==> src/rtl/menu_screen_countdown_pkg.sv <==
// Shared types and constants for the lobby/menu countdown screen:
// player colour table, fixed intensities, FSM states and layout helpers.
package menu_pkg;

  localparam logic [7:0]  LIT   = 8'd5;
  localparam logic [23:0] WHITE = {LIT, LIT, LIT};   // {g, r, b}
  localparam logic [23:0] BLACK = 24'd0;

  typedef enum logic [1:0] {
    IDLE  = 2'd0,
    COUNT = 2'd1,
    DONE  = 2'd2
  } menu_state_e;

  // Player colours as {g, r, b} at the lit level: R, G, B, Y repeating.
  function automatic logic [23:0] player_colour(input int p);
    logic [23:0] c;
    case (p % 4)
      0:       c = {8'd0, LIT, 8'd0};
      1:       c = {LIT, 8'd0, 8'd0};
      2:       c = {8'd0, 8'd0, LIT};
      default: c = {LIT, LIT, 8'd0};
    endcase
    return c;
  endfunction

  // Same hue, every non-zero channel replaced by the given level.
  function automatic logic [23:0] dim_colour(input logic [23:0] c, input logic [7:0] level);
    logic [23:0] d;
    for (int i = 0; i < 3; i++)
      d[i*8 +: 8] = (c[i*8 +: 8] != 8'd0) ? level : 8'd0;
    return d;
  endfunction

  // Segment length of a row: rows shrink by one toward the apex.
  function automatic int seg_len(input int num_rows, input int row);
    return num_rows + 1 - row;
  endfunction

  // First LED index of a row.
  function automatic int row_start(input int num_players, input int num_rows, input int row);
    int acc;
    acc = 0;
    for (int j = 0; j < row; j++)
      acc += num_players * seg_len(num_rows, j);
    return acc;
  endfunction

  // All segments plus the single apex LED.
  function automatic int num_leds(input int num_players, input int num_rows);
    return row_start(num_players, num_rows, num_rows) + 1;
  endfunction

endpackage

==> src/rtl/menu_screen_countdown_if.sv <==
// Pixel-chain and control bundle for the menu countdown screen.
interface menu_screen_countdown_if
  import menu_pkg::*;
#(
  parameter int NUM_PLAYERS = 4,
  parameter int NUM_ROWS    = 6
);
  localparam int LW = $clog2(num_leds(NUM_PLAYERS, NUM_ROWS));
  localparam int CW = $clog2(NUM_ROWS + 2);

  logic                   enable;
  logic [7:0]             i_red_intensity;
  logic [7:0]             i_green_intensity;
  logic [7:0]             i_blue_intensity;
  logic                   led_valid;
  logic [LW-1:0]          led_number;
  logic [NUM_PLAYERS-1:0] ready_to_play;
  logic [7:0]             o_red_intensity;
  logic [7:0]             o_green_intensity;
  logic [7:0]             o_blue_intensity;
  logic                   o_valid;
  logic [CW-1:0]          countdown;
  logic                   o_go;

  modport master (
    output enable, i_red_intensity, i_green_intensity, i_blue_intensity,
           led_valid, led_number, ready_to_play,
    input  o_red_intensity, o_green_intensity, o_blue_intensity,
           o_valid, countdown, o_go
  );

  modport slave (
    input  enable, i_red_intensity, i_green_intensity, i_blue_intensity,
           led_valid, led_number, ready_to_play,
    output o_red_intensity, o_green_intensity, o_blue_intensity,
           o_valid, countdown, o_go
  );

endinterface

==> src/rtl/menu_layout_decode.sv <==
// Maps a flat LED index onto the player-segment triangle:
// row, segment (player) and offset within the segment, plus apex/range flags.
module menu_layout_decode
  import menu_pkg::*;
#(
  parameter int NUM_PLAYERS = 4,
  parameter int NUM_ROWS    = 6,
  localparam int NUM_LEDS   = num_leds(NUM_PLAYERS, NUM_ROWS),
  localparam int LW         = $clog2(NUM_LEDS),
  localparam int RW         = (NUM_ROWS > 1) ? $clog2(NUM_ROWS) : 1,
  localparam int PW         = (NUM_PLAYERS > 1) ? $clog2(NUM_PLAYERS) : 1,
  localparam int KW         = $clog2(NUM_ROWS + 1)
) (
  input  logic [LW-1:0] i_led_number,
  output logic [RW-1:0] o_row,
  output logic [PW-1:0] o_seg,
  output logic [KW-1:0] o_offset,
  output logic          o_is_apex,
  output logic          o_in_range
);

  // Range-compare against every constant segment window; windows are disjoint.
  always_comb begin
    // NOTE: every output gets a default before the loop, so no path leaves one unassigned and no latch is inferred.
    o_row      = '0;
    o_seg      = '0;
    o_offset   = '0;
    o_in_range = int'(i_led_number) < NUM_LEDS;
    o_is_apex  = int'(i_led_number) == NUM_LEDS - 1;
    for (int r = 0; r < NUM_ROWS; r++) begin
      for (int p = 0; p < NUM_PLAYERS; p++) begin
        if (int'(i_led_number) >= row_start(NUM_PLAYERS, NUM_ROWS, r) + p * seg_len(NUM_ROWS, r) &&
            int'(i_led_number) <  row_start(NUM_PLAYERS, NUM_ROWS, r) + (p + 1) * seg_len(NUM_ROWS, r)) begin
          o_row    = RW'(r);
          o_seg    = PW'(p);
          o_offset = KW'(int'(i_led_number) - row_start(NUM_PLAYERS, NUM_ROWS, r)
                         - p * seg_len(NUM_ROWS, r));
        end
      end
    end
  end

endmodule

==> src/rtl/menu_screen_countdown.sv <==
// Lobby/menu renderer with built-in ready -> countdown -> go sequencing.
// Overrides upstream pixels while enabled, registered pass-through otherwise.
module menu_screen_countdown
  import menu_pkg::*;
#(
  parameter int         NUM_PLAYERS    = 4,
  parameter int         NUM_ROWS       = 6,
  parameter int         MIN_PLAYERS    = 2,
  parameter int         TICKS_PER_STEP = 25000000,
  parameter int         BLINK_TICKS    = 12500000,
  parameter logic [7:0] DIM            = 8'd1
) (
  input logic                    clk,
  input logic                    rst_n,
  menu_screen_countdown_if.slave bus
);

  localparam int CW = $clog2(NUM_ROWS + 2);
  localparam int RW = (NUM_ROWS > 1) ? $clog2(NUM_ROWS) : 1;
  localparam int PW = (NUM_PLAYERS > 1) ? $clog2(NUM_PLAYERS) : 1;
  localparam int KW = $clog2(NUM_ROWS + 1);
  localparam int SW = $clog2(TICKS_PER_STEP);
  localparam int BW = $clog2(BLINK_TICKS);
  localparam logic [CW-1:0] CD_FULL = CW'(NUM_ROWS + 1);

  menu_state_e   r_state, w_state_nxt;
  logic [CW-1:0] r_countdown, w_countdown_nxt;
  logic [SW-1:0] r_step_cnt, w_step_cnt_nxt;
  logic          r_go, w_go_nxt;
  logic [BW-1:0] r_blink_cnt;
  logic          r_blink_phase;
  logic [23:0]   r_pixel;         // {g, r, b}
  logic          r_valid;

  logic          w_enough;
  logic [RW-1:0] w_row;
  logic [PW-1:0] w_seg;
  logic [KW-1:0] w_offset;
  logic          w_is_apex;
  logic          w_in_range;
  logic [23:0]   w_pixel;

  assign w_enough = $countones(bus.ready_to_play) >= MIN_PLAYERS;

  menu_layout_decode #(
    .NUM_PLAYERS(NUM_PLAYERS),
    .NUM_ROWS   (NUM_ROWS)
  ) u_decode (
    .i_led_number(bus.led_number),
    .o_row       (w_row),
    .o_seg       (w_seg),
    .o_offset    (w_offset),
    .o_is_apex   (w_is_apex),
    .o_in_range  (w_in_range)
  );

  // Next-state: disable forces IDLE, abort beats a same-cycle decrement.
  always_comb begin
    w_state_nxt     = r_state;
    w_countdown_nxt = r_countdown;
    w_step_cnt_nxt  = r_step_cnt;
    w_go_nxt        = 1'b0;
    if (!bus.enable) begin
      w_state_nxt     = IDLE;
      w_countdown_nxt = CD_FULL;
      w_step_cnt_nxt  = '0;
    end else begin
      case (r_state)
        IDLE: begin
          if (w_enough) begin
            w_state_nxt    = COUNT;
            w_step_cnt_nxt = '0;
          end
        end
        COUNT: begin
          if (!w_enough) begin
            w_state_nxt     = IDLE;
            w_countdown_nxt = CD_FULL;
            w_step_cnt_nxt  = '0;
          end else if (r_step_cnt == SW'(TICKS_PER_STEP - 1)) begin
            w_step_cnt_nxt  = '0;
            w_countdown_nxt = r_countdown - CW'(1);
            if (r_countdown == CW'(1)) begin
              w_state_nxt = DONE;
              w_go_nxt    = 1'b1;
            end
          end else begin
            w_step_cnt_nxt = r_step_cnt + SW'(1);
          end
        end
        DONE:    ;
        default: w_state_nxt = IDLE;
      endcase
    end
  end

  // FSM, countdown, step prescaler and go pulse registers.
  always_ff @(posedge clk) begin
    // NOTE: state registers use non-blocking assignments so every flop samples pre-edge values.
    if (!rst_n) begin
      r_state     <= IDLE;
      r_countdown <= CD_FULL;
      r_step_cnt  <= '0;
      r_go        <= 1'b0;
    end else begin
      r_state     <= w_state_nxt;
      r_countdown <= w_countdown_nxt;
      r_step_cnt  <= w_step_cnt_nxt;
      r_go        <= w_go_nxt;
    end
  end

  // Free-running blink half-period counter, parked at zero while disabled.
  always_ff @(posedge clk) begin
    if (!rst_n || !bus.enable) begin
      r_blink_cnt   <= '0;
      r_blink_phase <= 1'b0;
    end else if (r_blink_cnt == BW'(BLINK_TICKS - 1)) begin
      r_blink_cnt   <= '0;
      r_blink_phase <= ~r_blink_phase;
    end else begin
      r_blink_cnt <= r_blink_cnt + BW'(1);
    end
  end

  // Pixel priority: apex, countdown marker, ready bar, blinking hint, black.
  always_comb begin
    w_pixel = BLACK;
    if (w_is_apex) begin
      if (r_countdown != '0) w_pixel = WHITE;
    end else if (w_in_range) begin
      if (w_offset == '0) begin
        if (int'(r_countdown) >= NUM_ROWS + 1 - int'(w_row)) w_pixel = WHITE;
      end else if (bus.ready_to_play[w_seg]) begin
        w_pixel = player_colour(int'(w_seg));
      end else if (r_state == IDLE && r_blink_phase) begin
        w_pixel = dim_colour(player_colour(int'(w_seg)), DIM);
      end
    end
  end

  // Output register: one cycle latency, holds pixel when no LED is presented.
  always_ff @(posedge clk) begin
    if (!rst_n) begin
      r_pixel <= '0;
      r_valid <= 1'b0;
    end else begin
      r_valid <= bus.led_valid;
      if (bus.led_valid)
        r_pixel <= bus.enable ? w_pixel
                              : {bus.i_green_intensity, bus.i_red_intensity, bus.i_blue_intensity};
    end
  end

  assign bus.o_green_intensity = r_pixel[23:16];
  assign bus.o_red_intensity   = r_pixel[15:8];
  assign bus.o_blue_intensity  = r_pixel[7:0];
  assign bus.o_valid           = r_valid;
  assign bus.countdown         = r_countdown;
  assign bus.o_go              = r_go;

endmodule

==> src/flat_wrapper.sv <==
// flat-port wrapper written by rule: the top's interface ports become plain ports
module menu_screen_countdown_flat import menu_pkg::*;
#(
  parameter int         NUM_PLAYERS    = 4,
  parameter int         NUM_ROWS       = 6,
  parameter int         MIN_PLAYERS    = 2,
  parameter int         TICKS_PER_STEP = 25000000,
  parameter int         BLINK_TICKS    = 12500000,
  parameter logic [7:0] DIM            = 8'd1
)
  (clk, rst_n, bus_enable, bus_i_red_intensity, bus_i_green_intensity, bus_i_blue_intensity, bus_led_valid, bus_led_number, bus_ready_to_play, bus_o_red_intensity, bus_o_green_intensity, bus_o_blue_intensity, bus_o_valid, bus_countdown, bus_o_go);
  menu_screen_countdown_if #(.NUM_PLAYERS(NUM_PLAYERS), .NUM_ROWS(NUM_ROWS)) bus_i ();
  input logic clk;
  input logic rst_n;
  input wire logic [$bits(bus_i.enable)-1:0] bus_enable;
  input wire logic [$bits(bus_i.i_red_intensity)-1:0] bus_i_red_intensity;
  input wire logic [$bits(bus_i.i_green_intensity)-1:0] bus_i_green_intensity;
  input wire logic [$bits(bus_i.i_blue_intensity)-1:0] bus_i_blue_intensity;
  input wire logic [$bits(bus_i.led_valid)-1:0] bus_led_valid;
  input wire logic [$bits(bus_i.led_number)-1:0] bus_led_number;
  input wire logic [$bits(bus_i.ready_to_play)-1:0] bus_ready_to_play;
  output wire logic [$bits(bus_i.o_red_intensity)-1:0] bus_o_red_intensity;
  output wire logic [$bits(bus_i.o_green_intensity)-1:0] bus_o_green_intensity;
  output wire logic [$bits(bus_i.o_blue_intensity)-1:0] bus_o_blue_intensity;
  output wire logic [$bits(bus_i.o_valid)-1:0] bus_o_valid;
  output wire logic [$bits(bus_i.countdown)-1:0] bus_countdown;
  output wire logic [$bits(bus_i.o_go)-1:0] bus_o_go;
  assign bus_i.enable = bus_enable;
  assign bus_i.i_red_intensity = bus_i_red_intensity;
  assign bus_i.i_green_intensity = bus_i_green_intensity;
  assign bus_i.i_blue_intensity = bus_i_blue_intensity;
  assign bus_i.led_valid = bus_led_valid;
  assign bus_i.led_number = bus_led_number;
  assign bus_i.ready_to_play = bus_ready_to_play;
  assign bus_o_red_intensity = bus_i.o_red_intensity;
  assign bus_o_green_intensity = bus_i.o_green_intensity;
  assign bus_o_blue_intensity = bus_i.o_blue_intensity;
  assign bus_o_valid = bus_i.o_valid;
  assign bus_countdown = bus_i.countdown;
  assign bus_o_go = bus_i.o_go;
  menu_screen_countdown #(.NUM_PLAYERS(NUM_PLAYERS), .NUM_ROWS(NUM_ROWS), .MIN_PLAYERS(MIN_PLAYERS), .TICKS_PER_STEP(TICKS_PER_STEP), .BLINK_TICKS(BLINK_TICKS), .DIM(DIM)) u_core (.clk(clk), .rst_n(rst_n), .bus(bus_i));
endmodule
==> config.mk <==
export PLATFORM = sky130hd
export DESIGN_NAME = menu_screen_countdown_flat
export DESIGN_NICKNAME = d
export VERILOG_FILES = /design/src/rtl/menu_screen_countdown_pkg.sv /design/src/rtl/menu_screen_countdown_if.sv /design/src/rtl/menu_layout_decode.sv /design/src/rtl/menu_screen_countdown.sv /design/src/flat_wrapper.sv
export SDC_FILE = /design/constraint.sdc
export NUM_CORES = 1
export LEC_CHECK = 0
export CORE_MARGIN = 2
export CORE_UTILIZATION = 45
export CTS_CLUSTER_DIAMETER = 30
export DETAILED_ROUTE_END_ITERATION = 7
export GPL_TIMING_DRIVEN = 0
export PLACE_DENSITY_LB_ADDON = 0.3
export SYNTH_ARGS = -nofsm -noshare
export SYNTH_HDL_FRONTEND = slang
export SYNTH_HIERARCHICAL = 1
export SYNTH_SLANG_ARGS = --single-unit
export TNS_END_PERCENT = 10
==> constraint.sdc <==
create_clock -name clk -period 3.3 [get_ports clk]
set_input_delay 0.495 -clock clk [delete_from_list [all_inputs] [get_ports clk]]
set_output_delay 0.495 -clock clk [all_outputs]
set_load 0.05 [all_outputs]
# Word level (Yosys, flattened, before mapping)
# Cells that the tools add are included.
[classes]
addsub = 30
magnitude_cmp = 51
eq_ne = 12
n_mux = 98
bitwise = 2
reduce_logical = 41
[op_table]
columns = ["operator", "count"]
rows = [
  ["24-bit two-way mux", 11],
  ["3-bit two-way mux", 45],
  ["7-bit < comparator (second input constant)", 15],
  ["7-bit greater-or-equal comparator (second input constant)", 13],
  ["25-bit two-way mux", 3],
  ["19-bit one-hot mux with 3 select lines", 1],
  ["2-bit two-way mux", 26],
  ["25-bit one-hot mux with 2 select lines", 1],
  ["3-bit subtractor (second input constant)", 15],
  ["7-bit by 6-bit greater-or-equal comparator with 1-bit output (second input constant)", 6],
  ["7-bit by 6-bit < comparator with 1-bit output (second input constant)", 6],
  ["19-bit two-way mux", 2],
  ["32-bit adder", 1],
  ["32-bit by 3-bit greater-or-equal comparator with 1-bit output (second input constant)", 1],
  ["4-bit by 32-bit greater-or-equal comparator with 1-bit output", 1],
  ["32-bit logical NOT", 1],
  ["25-bit by 1-bit adder with 25-bit output (second input constant)", 1],
  ["25-bit == test (second input constant)", 1],
  ["24-bit by 1-bit adder with 24-bit output (second input constant)", 1],
  ["24-bit == test (second input constant)", 1],
  ["1-bit logical AND", 24],
  ["8-bit nonzero test", 3],
  ["3-bit by 1-bit subtractor with 3-bit output (second input constant)", 5],
  ["7-bit by 5-bit greater-or-equal comparator with 1-bit output (second input constant)", 2],
  ["other kinds (30)", 48],
]
[word_totals]
register_bits = 81
input_bits = 39
output_inout_bits = 29
elab_cells = 242

# Longest topological paths before layout
[logic_depth]
word_depth = 40
mapped_depth = 16
mapped_depth_nobuf = 15

# Cells and area by module
# Netlist, hierarchy kept.
[modules_own_cells]
columns = ["mod", "instances", "cells_each", "area_per_inst_um2", "seq_area_each_um2"]
rows = [
  ["menu_screen_countdown", 1, 486, 4021.4, 1621.6],
  ["menu_layout_decode", 1, 221, 1410.1, 0.0],
]

# Least setup slack after synthesis
# No wires, ideal clock.
[synth_path]
path_kind = "in2reg"
from = "in bus_led_number[1]"
to = "reg u_core.r_pixel[10]"
setup_ns = 0.114
arrival_time_ns = 3.392
required_time_ns = 3.186
setup_slack_ns = -0.206
cell_stages = 13
path_buffers = 1
cell_sequence = "clkbuf_1 inv_1 ha_1 a21boi_1 a2111oi_4 a21oi_1 o211ai_1 or4_1 mux4_2 and3_1 nand2_1 a21oi_1 a21o_1"
[synth_between]
elab_chain_cells = 32
word_cells_on_any_way = 177
cone_classes = "add/sub (24); order compare (49); eq/ne (3); mux (76); reduce/logical (25)"
[synth_rtl]
columns = ["element", "line", "source"]
rows = [
  ["start, declared", "flat_wrapper.sv:20", "input wire logic [$bits(bus_i.led_number)-1:0] bus_led_number;"],
  ["7-bit by 3-bit greater-or-equal comparator with 1-bit output or 7-bit by 4-bit < comparator with 1-bit output (tied branches)", "menu_layout_decode.sv:32, menu_layout_decode.sv:33", ""],
  ["1-bit logical AND", "menu_layout_decode.sv:32", "if (int'(i_led_number) >= row_start(NUM_PLAYERS, NUM_ROWS, r) + p * seg_len(NUM_ROWS, r) &&"],
  ["1-bit two-way mux", "menu_layout_decode.sv:32", ""],
  ["2-bit two-way mux (21 in a row)", "menu_layout_decode.sv:32", ""],
  ["2-bit two-way mux *", "menu_layout_decode.sv:32", ""],
  ["via u_core.w_seg[0]", "menu_screen_countdown.sv:37", "logic [PW-1:0] w_seg;"],
  ["32-bit logical NOT, or another cell as far along", "menu_screen_countdown_pkg.sv:18", "case (p % 4)"],
  ["19-bit one-hot mux with 3 select lines or 1-bit two-way mux (tied branches)", "menu_screen_countdown_pkg.sv:18, menu_screen_countdown.sv:134", ""],
  ["24-bit two-way mux *", "menu_screen_countdown.sv:134", "end else if (bus.ready_to_play[w_seg]) begin"],
  ["24-bit two-way mux *", "menu_screen_countdown.sv:132", "if (w_offset == '0) begin"],
  ["24-bit two-way mux *", "menu_screen_countdown.sv:131", "end else if (w_in_range) begin"],
  ["24-bit two-way mux *", "menu_screen_countdown.sv:129", "if (w_is_apex) begin"],
  ["24-bit two-way mux *", "menu_screen_countdown.sv:150", "r_pixel <= bus.enable ? w_pixel"],
  ["end signal, assigned", "menu_screen_countdown.sv:150", ""],
  ["end, declared", "menu_screen_countdown.sv:32", "logic [23:0] r_pixel;"],
]
# The timed path passes the listed nets; every way through them passes the cells marked *. The select of a mux whose other input is x is not followed.
# A chain may end at the register's enable or synchronous reset.

# Worst setup path after layout
[layout_path]
from = "in bus_led_number[2]"
to = "reg u_core.r_pixel[16]"
[layout_between]
elab_chain_cells = 40
word_cells_on_any_way = 185
cone_classes = "add/sub (24); order compare (49); eq/ne (3); mux (83); reduce/logical (26)"
[layout_rtl]
columns = ["element", "line", "source"]
rows = [
  ["7-bit by 3-bit greater-or-equal comparator with 1-bit output or 7-bit by 4-bit < comparator with 1-bit output (tied branches)", "menu_layout_decode.sv:32, menu_layout_decode.sv:33", ""],
  ["1-bit logical AND", "menu_layout_decode.sv:32", ""],
  ["1-bit two-way mux", "menu_layout_decode.sv:32", ""],
  ["2-bit two-way mux (21 in a row)", "menu_layout_decode.sv:32", ""],
  ["2-bit two-way mux *", "menu_layout_decode.sv:32", ""],
  ["via u_core.w_seg[0]", "menu_screen_countdown.sv:37", ""],
  ["32-bit logical NOT, or another cell as far along", "menu_screen_countdown_pkg.sv:18", ""],
  ["19-bit one-hot mux with 3 select lines", "menu_screen_countdown_pkg.sv:18", ""],
  ["[5 not listed]", "-", ""],
  ["8-bit nonzero test", "menu_screen_countdown_pkg.sv:31", "d[i*8 +: 8] = (c[i*8 +: 8] != 8'd0) ? level : 8'd0;"],
  ["1-bit two-way mux", "menu_screen_countdown_pkg.sv:31", ""],
  ["24-bit two-way mux", "menu_screen_countdown.sv:136", "end else if (r_state == IDLE && r_blink_phase) begin"],
  ["24-bit two-way mux *", "menu_screen_countdown.sv:134", ""],
  ["24-bit two-way mux *", "menu_screen_countdown.sv:132", ""],
  ["24-bit two-way mux *", "menu_screen_countdown.sv:131", ""],
  ["24-bit two-way mux *", "menu_screen_countdown.sv:129", ""],
  ["24-bit two-way mux *", "menu_screen_countdown.sv:150", ""],
]
# Marks and branches as above.

==> summary.md <==
• finished clean — result of the run
• 0 — hold buffer count at CTS
• 16 — maximum number of pins on one net before global-route repair
• 0.06 ns — Worst-path clk slew
• 2.71 mW — total power consumption of the routed design
• 950 — Non-Filler Instances
• 16.2 mm — detailed-route wire length
• done — TritonCTS clock tree
• 11.6 mm — Final HPWL DP
• sky130_fd_sc_hd__dfxtp_1, sky130_fd_sc_hd__nand2_1, sky130_fd_sc_hd__nor2_1 — leading cell types by count after synthesis
• 65 — count of input and output buffers
• 859 — # nets final
• 919 — total instance count after detailed placement
• 29.9% — post-synth top area share
• 13000 um^2 — full die area
• 0 — number of pins with negative max-slew slack in the final report
• 1.21 ns — Slew @ Worst Pin
• sky130_fd_sc_hd__dfxtp_1 — most common flop cell mapped by yosys
• 42.7% — met2 usage in global routing
• 5.97 — number of vias per cell after detailed routing
• 11 — peak fanout along the critical path
• sky130_fd_sc_hd__dfxtp_1 — post-synth top area cell
• 18.3% — Max-Slew Margin vs Limit
• 2 — maximum number of buffers from clock root to sink
• 5673 — routed vias
• 0 — number of endpoints failing setup at the final stage
• 68 — Top Ports
• 7.68 um^2 — mean cell area of the mapped netlist
• 0 — final routed DRC violation total
• sky130_fd_sc_hd__dfxtp_1 — most frequent cell after synthesis
• 0.34 ns — clock latency on the worst-skew pair
• sky130_fd_sc_hd__dfxtp_1, sky130_fd_sc_hd__nor2b_1, sky130_fd_sc_hd__a21oi_1 — Synth area leaders
• 768 — post-synthesis net count
• 5430 um^2 — Post-Synthesis Cell Area
• 45.6% — initial cell density of the core
• 13.2% — share of final-layout standard cells stronger than drive strength 1
• 0 — remaining global-route overflow
• 3.52 ns — Worst EP required
• 387 nW/um^2 — power density of the placed cells
• 58.8% — final design utilization
• flop — Worst setup EP type
• 30.6% — met1 Track Usage GR
• 26.3 mm — wire length of the first global-routing pass
• 2.48 nW — static leakage
• 0.458 ns — WHS
• 0 — number of flops mapped to enable cells by yosys
• 5 — iteration count of the initial detailed-routing pass
• reg2reg — worst hold path class
• 0 ns — Total Neg Setup Slack
• 0.945 — final estimated routing congestion in global placement
• 29.9% — register area share after synthesis
• 97.1% — fin crit share
• 290 uV — Max rail drop VDD
• 0 — Antenna Violating Nets Remaining
• 4.52% — met3 Usage GRT
• 0 — initial antenna violation count
• 3.21 ns — Period minus WS final
• 6 — warning count from the yosys run
• 24.9% — Total GRT Usage
• 81 — CTS sink count
• 5478 — via count of the first global-routing pass
• 3.43 ns — Worst EP arrival
• 114 um — x dimension of the die
• 707 — synthesized netlist cell count
• 40 — Row Count
• 312 MHz — achievable clock frequency
• sky130_fd_sc_hd__clkbuf_16 — root buffer cell
• 77 — Cell variety after synth
• 0 — # Max-Cap Violations
• 11900 um^2 — core region area
• 0.00996 ns — maximum clock skew at final layout
• 81 — post-synthesis sequential element count
• 3 — H-tree levels
• 28.9% — area growth from synthesis to layout
• 9 — CTS buffer count
• in2reg — crit path kind
• 114 um — Die H
• primary input — nature of the critical path startpoint
• 493 — number of DRC violations after detailed-routing iteration 0
• met2 — gr busiest metal
• 0 — count of endpoints failing hold in the final timing report
• 17.1 um — routed wirelength normalized by instance count
• 0 — Antenna Cells
• 0% — FFs w/ async S/R, synth
-- per-stage QoR --
stage | setup slack, ns | instance area [um^2]
floorplan | 0.0659 | 5440
global placement | -1.02 | 6270
detailed placement | -1.08 | 6270
CTS | 0.00332 | 6800
global route | -0.0180 | 7000
finish | 0.0943 | 7000
-- repair_timing --
item                                    in CTS  in global routing
gates resized for setup                     42                 42
endpoints found under the setup margin       6                  6
pin swaps                                   12                 19
setup buffers                                6                 10
-- metal layers --
layer	share of wire, %	up-vias	wire (um)
met5	0	-	0
li1	-	2722	-
met1	41	2671	6680
met2	49	227	7990
met4	3.5	0	563
met3	6.2	53	1020
-- logic make-up (layout without fill, tap and decap cells) --
kind of cell	after synthesis	count (layout)	share of synthesized area, %
fa+ha+maj	22	22	5.21
mux	7	7	1.52
simple gates	315	315	30.8
compound gates	185	185	22.5
buf+inv	67	163	5.27
xor+xnor	30	30	4.84
flops	81	81	29.9
-- sequential cells by signal (all words and copies together) (netlist names) --
name	cells
u_core/bus.countdown	3
u_core/bus.o_go	1
u_core/bus.o_valid	1
u_core/r_blink_cnt	24
u_core/r_blink_phase	1
u_core/r_pixel	24
u_core/r_state	2
u_core/r_step_cnt	25
-- power breakdown --
part           total (mW)  leakage [nW]  internal [mW]  switching, mW
logic               0.576          1.66          0.237          0.338
registers            1.01         0.656          0.997         0.0104
clock network        1.12         0.166          0.696          0.429
-- cell type report --
class | count | area, um^2
buffer | 38 | 219
clock buffer | 10 | 239
clock inverter | 6 | 97.6
fill | 1049 | 4910
inverter | 28 | 123
multi-input combinational | 559 | 3760
sequential | 81 | 1620
tap | 147 | 184
timing repair buffer | 81 | 756
-- worst paths after layout --
kind              cells after the start  slack (ns)                    end                  start
hold reg to reg                       1        0.46  u_core/r_blink_cnt[0]  u_core/r_blink_cnt[0]
hold / removal                        1        0.46  u_core/r_blink_cnt[0]  u_core/r_blink_cnt[0]
setup reg to reg                      7        0.79  u_core/r_step_cnt[18]   u_core/r_step_cnt[0]
setup / recovery                     13        0.09     u_core/r_pixel[16]      bus_led_number[2]
-- placed cells by master (no fill, tap or decap), drive strengths merged, types with 4 or more instances in the layout --
| master | n |
|---|---|
| o22ai | 7 |
| a31oi | 10 |
| and4 | 11 |
| clkbuf | 39 |
| nor2b | 46 |
| nor3 | 9 |
| o21a | 5 |
| nor2 | 64 |
| o211ai | 8 |
| a211oi | 4 |
| and2 | 13 |
| and3 | 8 |
| dfxtp | 81 |
| xnor2 | 9 |
| nand2 | 68 |
| mux2i | 6 |
| nor4b | 4 |
| a221oi | 5 |
| buf | 28 |
| clkdlybuf4s50 | 60 |
| ha | 21 |
| a21o | 8 |
| xor2 | 21 |
| nor4 | 8 |
| nand4 | 15 |
| a21oi | 58 |
| nand2b | 10 |
| nand3 | 33 |
| inv | 29 |
| o21ai | 44 |
| or3 | 11 |
-- worst max-delay path: stages --
cell and delay, ns:
sky130_fd_sc_hd__clkbuf_2 0.12, sky130_fd_sc_hd__buf_6 0.12, sky130_fd_sc_hd__clkinv_4 0.12, sky130_fd_sc_hd__ha_1 0.25, sky130_fd_sc_hd__a21oi_1 0.28, sky130_fd_sc_hd__nand2_1 0.21, sky130_fd_sc_hd__a21oi_1 0.22, sky130_fd_sc_hd__o211ai_1 0.15
sky130_fd_sc_hd__or4_4 0.48, sky130_fd_sc_hd__mux4_2 0.46, sky130_fd_sc_hd__o21a_2 0.26, sky130_fd_sc_hd__a21oi_2 0.17, sky130_fd_sc_hd__o2bb2ai_1 0.08
Power figures use the tool's default switching activity.
